File: src/rtl/pri_enc_arb_if.sv
// Request/result bundle for pri_enc_arb: request side plus the valid/ready result channel.
// The arbiter connects as slave; whoever drives requests and consumes results connects as master.
interface pri_enc_arb_if #(
    parameter int N = 8
);
    localparam int W = $clog2(N);

    logic [N-1:0] req;
    logic         en;
    logic         out_ready;
    logic         out_valid;
    logic [W-1:0] out_idx;
    logic [N-1:0] out_onehot;
    logic         busy;

    modport master (
        output req, en, out_ready,
        input  out_valid, out_idx, out_onehot, busy
    );

    modport slave (
        input  req, en, out_ready,
        output out_valid, out_idx, out_onehot, busy
    );
endinterface

File: src/rtl/pri_enc_arb.sv
// Registered N-input priority encoder with a valid/ready result channel.
// MODE=0 grants the highest set request bit; MODE=1 grants round-robin from a rotating pointer.
module pri_enc_arb #(
    parameter int N    = 8,
    parameter int MODE = 0
) (
    input  logic          clk,
    input  logic          rst,
    pri_enc_arb_if.slave  bus
);
    localparam int W = $clog2(N);
    localparam logic [W-1:0] LAST_IDX = W'(N - 1);

    typedef enum logic {
        IDLE = 1'b0,
        HOLD = 1'b1
    } state_t;

    state_t       state, state_next;
    logic [W-1:0] idx_q, idx_d;
    logic [N-1:0] oh_q, oh_d;
    logic [W-1:0] ptr_q, ptr_d;
    logic [W-1:0] ptr_after_hs;
    logic [W-1:0] search_ptr;
    logic [W-1:0] win_idx;
    logic         hs;
    logic         load;

    // The requester just served drops to lowest priority; its lower neighbour is searched first.
    assign ptr_after_hs = (idx_q == '0) ? LAST_IDX : idx_q - W'(1);

    assign hs         = (state == HOLD) && bus.out_ready;
    assign load       = bus.en && (|bus.req) && ((state == IDLE) || hs);
    assign search_ptr = hs ? ptr_after_hs : ptr_q;

    // Winner search. Indices are only ever formed from 0..N-1, so no index >= N can appear.
    always_comb begin : winner_search
        logic         found;
        logic [W-1:0] cand;
        int           pos;
        // NOTE: every variable written here gets a default first, otherwise a latch is inferred.
        win_idx = '0;
        found   = 1'b0;
        cand    = '0;
        pos     = 0;
        if (MODE == 0) begin
            for (int i = 0; i < N; i++) begin
                if (bus.req[W'(i)]) begin
                    win_idx = W'(i);
                end
            end
        end else begin
            for (int k = 0; k < N; k++) begin
                pos = int'(search_ptr) - k;
                if (pos < 0) begin
                    pos = pos + N;
                end
                cand = W'(pos);
                if (!found && bus.req[cand]) begin
                    win_idx = cand;
                    found   = 1'b1;
                end
            end
        end
    end

    always_comb begin : next_state_logic
        state_next = state;
        idx_d      = idx_q;
        oh_d       = oh_q;
        ptr_d      = ptr_q;

        if (hs) begin
            ptr_d = ptr_after_hs;
        end

        case (state)
            IDLE: begin
                if (load) begin
                    state_next = HOLD;
                end
            end
            HOLD: begin
                if (hs) begin
                    state_next = load ? HOLD : IDLE;
                end
            end
            default: state_next = IDLE;
        endcase

        if (load) begin
            idx_d = win_idx;
            oh_d  = {{(N-1){1'b0}}, 1'b1} << win_idx;
        end
    end

    always_ff @(posedge clk or posedge rst) begin
        if (rst) begin
            state <= IDLE;
            idx_q <= '0;
            oh_q  <= '0;
            ptr_q <= LAST_IDX;
        end else begin
            // NOTE: sequential state uses non-blocking assignments so all flops update together.
            state <= state_next;
            idx_q <= idx_d;
            oh_q  <= oh_d;
            ptr_q <= ptr_d;
        end
    end

    // out_valid comes straight from the state flop, so reset clears it without waiting for clk.
    assign bus.out_valid  = (state == HOLD);
    assign bus.busy       = (state == HOLD);
    assign bus.out_idx    = idx_q;
    assign bus.out_onehot = oh_q;

endmodule

File: src/flat_wrapper.sv
// flat-port wrapper written by rule: the top's interface ports become plain ports
module pri_enc_arb_flat 
#(
    parameter int N    = 8,
    parameter int MODE = 0
)
  (clk, rst, bus_req, bus_en, bus_out_ready, bus_out_valid, bus_out_idx, bus_out_onehot, bus_busy);
  pri_enc_arb_if #(.N(N)) bus_i ();
  input  logic clk;
  input  logic rst;
  input wire logic [$bits(bus_i.req)-1:0] bus_req;
  input wire logic [$bits(bus_i.en)-1:0] bus_en;
  input wire logic [$bits(bus_i.out_ready)-1:0] bus_out_ready;
  output wire logic [$bits(bus_i.out_valid)-1:0] bus_out_valid;
  output wire logic [$bits(bus_i.out_idx)-1:0] bus_out_idx;
  output wire logic [$bits(bus_i.out_onehot)-1:0] bus_out_onehot;
  output wire logic [$bits(bus_i.busy)-1:0] bus_busy;
  assign bus_i.req = bus_req;
  assign bus_i.en = bus_en;
  assign bus_i.out_ready = bus_out_ready;
  assign bus_out_valid = bus_i.out_valid;
  assign bus_out_idx = bus_i.out_idx;
  assign bus_out_onehot = bus_i.out_onehot;
  assign bus_busy = bus_i.busy;
  pri_enc_arb #(.N(N), .MODE(MODE)) u_core (.clk(clk), .rst(rst), .bus(bus_i));
endmodule
File: config.mk
export PLATFORM = sky130hd
export DESIGN_NAME = pri_enc_arb_flat
export DESIGN_NICKNAME = d
export VERILOG_FILES = /design/src/rtl/pri_enc_arb_if.sv /design/src/rtl/pri_enc_arb.sv /design/src/flat_wrapper.sv
export SDC_FILE = /design/constraint.sdc
export NUM_CORES = 1
export LEC_CHECK = 0
export ABC_AREA = 1
export ABC_CLOCK_PERIOD_IN_PS = 1800
export BUFFER_PORTS_ARGS = -buffer_cell sky130_fd_sc_hd__buf_4
export CAP_MARGIN = 20
export CORE_MARGIN = 2
export CORE_UTILIZATION = 33
export DETAILED_ROUTE_END_ITERATION = 12
export GPL_TIMING_DRIVEN = 1
export MAX_ROUTING_LAYER = met4
export SYNTH_ARGS = -nofsm -noshare
export SYNTH_HDL_FRONTEND = slang
export SYNTH_SLANG_ARGS = --single-unit
export TNS_END_PERCENT = 1
File: constraint.sdc
create_clock -name clk -period 1.8 [get_ports clk]
set_clock_uncertainty 0.05 [all_clocks]
set_input_delay 0.36 -clock clk [delete_from_list [all_inputs] [get_ports clk]]
set_output_delay 0.36 -clock clk [all_outputs]
set_load 0.01 [all_outputs]
==> impl_metrics.py <==
metrics = {
    "worst_hold_path": {
        "min_path_type": "input pin to flip-flop",
        "holdPathEnd": "u_core.bus.busy",
        "worstHoldPathCells": 2,
        "startpoint_of_the_most_critical_hold_path": "bus_out_ready",
    },
    "flow_run": {
        "cap_violations": 0,
    },
    "logic_synthesis": {
        "synth_top_area_share": 0.3825,
        "synth-edff-count": 0,
        "post_synth_xor_area_fraction": 0,
        "postSynth.topFlopCell": "sky130_fd_sc_hd__dfrtp_1",
        "synth_mux_area_frac": 0,
        "netlist_top_cells_area": "sky130_fd_sc_hd__dfrtp_1 38%, sky130_fd_sc_hd__nand2_1 14%, sky130_fd_sc_hd__buf_4 9.8%",
        "synthTopCellsByCount": "17 x sky130_fd_sc_hd__nand2_1, 9 x sky130_fd_sc_hd__inv_1, 7 x sky130_fd_sc_hd__dfrtp_1, 6 x sky130_fd_sc_hd__buf_4, 6 x sky130_fd_sc_hd__nand4_1",
        "post_synth_num_cell_types": 15,
        "mappedNetlistArea_um2": 457.9,
        "postSynth.asyncResetShare": 1.000,
        "synth-compound-area-share": 0.01093,
        "postSynthCellCount": 59,
        "basic_gate_share_of_the_synthesized_area_counting_and_or_nand_and_nor_cells": 0.3852,
        "seq_area_frac_synth": 0.3825,
        "yosys_warnings": 0,
        "yosys_register_bits": 7,
        "synth_area_per_cell_um2": 7.762,
        "yosys.cell_count.top_type": "sky130_fd_sc_hd__nand2_1",
        "synth_top_family_by_area": "simple AND/OR/NAND/NOR gates",
        "yosys.area.top_type": "sky130_fd_sc_hd__dfrtp_1",
        "synth_fa_ha_area_frac": 0,
    },
    "routing": {
        "post_drt_wl_per_cell_um": 8.695,
        "route.detailed.vias_per_inst": 4.242,
        "num_vias": 403,
        "drcViolationCount": 0,
        "detail_route.first_pass.iterations": 4,
        "totalWireLength_um": 826,
        "number_of_routed_nets_with_antenna_violations": 0,
        "drt_iter0_drc": 1,
    },
    "power_and_ir_drop": {
        "p_leak_nw": 0.3754,
        "p_int_mw": 0.3199,
        "finalPower_mw": 0.4500,
        "fraction_of_power_consumed_by_combinational_cells": 0.265,
        "psw_mw": 0.1300,
        "peakVddDrop_mv": 0.2064,
        "power_density_nw_per_um2": 732.4,
        "share_seq_of_total_power": 0.415,
        "power.share.clock": 0.320,
        "power_switching_share": 0.2890,
    },
    "final_layout": {
        "drive_gt1_frac": 0.3500,
        "final_nets": 93,
        "layoutNonFillerInstCount": 95,
        "final_area_um2": 614.3,
        "syn2layout_area_growth_pct": 34.15,
        "antenna-diode-count": 0,
    },
    "sta": {
        "timing.final.setup_violations": 0,
        "rsz0062_at_grt": "no",
        "finalCritPeriodShare": 0.7056,
        "maxSlewViolCount": 0,
        "timing.setup.tns_ns": 0,
        "layout_min_cycle_time_ns": 1.270,
        "fmax_ghz": 0.7874,
        "timing.final.hold_violations": 0,
    },
    "die": {
        "die_y_um": 41.25,
        "io-pin-count": 25,
        "fp.coreArea_um2": 1301,
        "die_w_um": 41.25,
        "fp-row-count": 13,
        "start_util": 0.3519,
        "die_area_um2": 1702,
    },
    "global_route": {
        "grt_pass1_wl_um": 1317,
        "grt_max_degree": 8,
        "grt_pass1_vias": 353,
        "grt.total_usage": 0.1322,
        "antenna_found_initial": 0,
        "total_global_routing_overflow": 0,
    },
    "clock_tree": {
        "cts_buffers": 3,
        "ctsLongestPathBuffers": 2,
        "cts-hold-fix-buffers": 1,
        "insertion_delay_ns": 0.25,
        "htree_num_levels": 1,
        "cts-root-buf": "sky130_fd_sc_hd__clkbuf_4",
        "cts_tree": "done",
        "clock_sink_count": 7,
        "cts_repair_resize_count": 0,
        "cts.reportedPaths.clkPinSlew_ns": 0.05,
        "cts_post_setup_buffers_inserted": 0,
    },
    "setup_path": {
        "critPathCaptureType": "flip-flop",
        "worst_path_largest_cell_delay_ns": 0.39,
        "worstPathMaxFanout": 7,
        "timing.reg2reg.worst_path_depth": 5,
        "timing.rr.start": "u_core.bus.busy",
        "crit_arrival_ns": 1.36,
        "crit_required_ns": 1.89,
        "timing.critical_path.mode_cell": "sky130_fd_sc_hd__nand2_1",
        "total_buffers_and_inverters_traversed_by_the_critical_path": 1,
        "crit-reg2reg-capture": "u_core.bus.out_onehot[2]",
        "worstPathCellList": "inv_1 > or2_0 > nand3_4 > nand2_1 > nand2_1",
        "worst-r2r-setup-slack_ns": 0.53,
        "setup.worst_path.start_class": "flip-flop",
        "cpLargestDelayFamily": "simple AND/OR/NAND/NOR gates",
        "critical_path_class": "flip-flop to flip-flop",
        "cp_slowest_cell": "sky130_fd_sc_hd__dfrtp_1",
    },
    "placed_design": {
        "io_buf_count": 19,
        "place_hpwl_um": 702.6,
        "placed_cell_area_um2": 578.1,
        "place_inst": 90,
        "gp_congestion": 0.6646,
    },
    "status": {
        "status": "finished clean",
    },
}
[registers in the layout, summed over array words and instances, names as in the netlist]
name	flops
u_core.bus.busy	1
u_core.bus.out_idx	2
u_core.bus.out_onehot	4
[area by class of cell]
type	instances	area, um^2
sequential	7	175.2
timing repair buffer	20	152.6
inverter	11	41.29
tap	15	18.77
multi-input combinational	38	200.2
clock buffer	4	26.28
fill	139	686.9
[placed cells by master, fill, tap and decap left out]
cell type	synthesis	final
sky130_fd_sc_hd__nor2_4	1	1
sky130_fd_sc_hd__dfrtp_1	7	7
sky130_fd_sc_hd__clkbuf_1	0	1
sky130_fd_sc_hd__nand2_1	17	17
sky130_fd_sc_hd__inv_1	9	9
sky130_fd_sc_hd__nand4_1	6	6
sky130_fd_sc_hd__nor2_1	2	2
sky130_fd_sc_hd__nand3_4	1	1
sky130_fd_sc_hd__dlygate4sd3_1	0	1
sky130_fd_sc_hd__nand2_4	2	2
sky130_fd_sc_hd__o21ai_1	1	1
sky130_fd_sc_hd__buf_4	6	19
sky130_fd_sc_hd__or2_0	1	1
sky130_fd_sc_hd__nor3_1	2	2
sky130_fd_sc_hd__clkbuf_4	0	3
sky130_fd_sc_hd__inv_2	2	2
sky130_fd_sc_hd__conb_1	1	5
[power groups by stage]
stage / sequential [mW] / combinational, mW / clock, mW
6_report: 0.187 / 0.119 / 0.144
5_1_grt: 0.189 / 0.136 / 0.157
4_1_cts: 0.188 / 0.121 / 0.149
3_5_place_dp: 0.190 / 0.119 / 0
3_3_place_gp: 0.189 / 0.119 / 0
2_1_floorplan: 0.198 / 0.0636 / 0
[cell families (layout without fill, tap and decap cells)]
kind of cell,count (synthesis),after routing
AO/OA/AOI/OAI,1,1
buffers and inverters,18,35
flip-flops,7,7
other,1,5
AND/OR/NAND/NOR,32,32
[metrics by stage]
step                  util  hold WS [ns]  worst slack [ns]
finish              0.4721        0.2328            0.5300
global route        0.4721        0.2218            0.3851
CTS                 0.4721        0.2210            0.5159
detailed placement  0.4442        0.2639            0.5221
global placement    0.4442        0.2591            0.5515
floorplan                -        0.1134            0.6887
[routing by layer]
metal	GRT usage	up-vias	share of wire
li1	-	210	-
met3	0.03261	5	0.086
met5	-	-	0
met2	0.2031	20	0.46
met1	0.1275	168	0.40
met4	0.1452	0	0.053
[how the worst max path moves through the flow]
stage | start | to | slack, ns | cells past startpoint
floorplan | u_core.bus.busy | u_core.bus.busy | 0.69 | 5
global placement | bus_out_ready | u_core.bus.busy | 0.55 | 4
detailed placement | bus_out_ready | u_core.bus.busy | 0.52 | 4
CTS | u_core.bus.busy | u_core.bus.out_idx[0] | 0.52 | 5
global route | u_core.bus.busy | u_core.bus.out_onehot[0] | 0.39 | 5
finish | u_core.bus.busy | u_core.bus.out_onehot[2] | 0.53 | 5
Note: power is estimated with default switching activity, not from simulation.
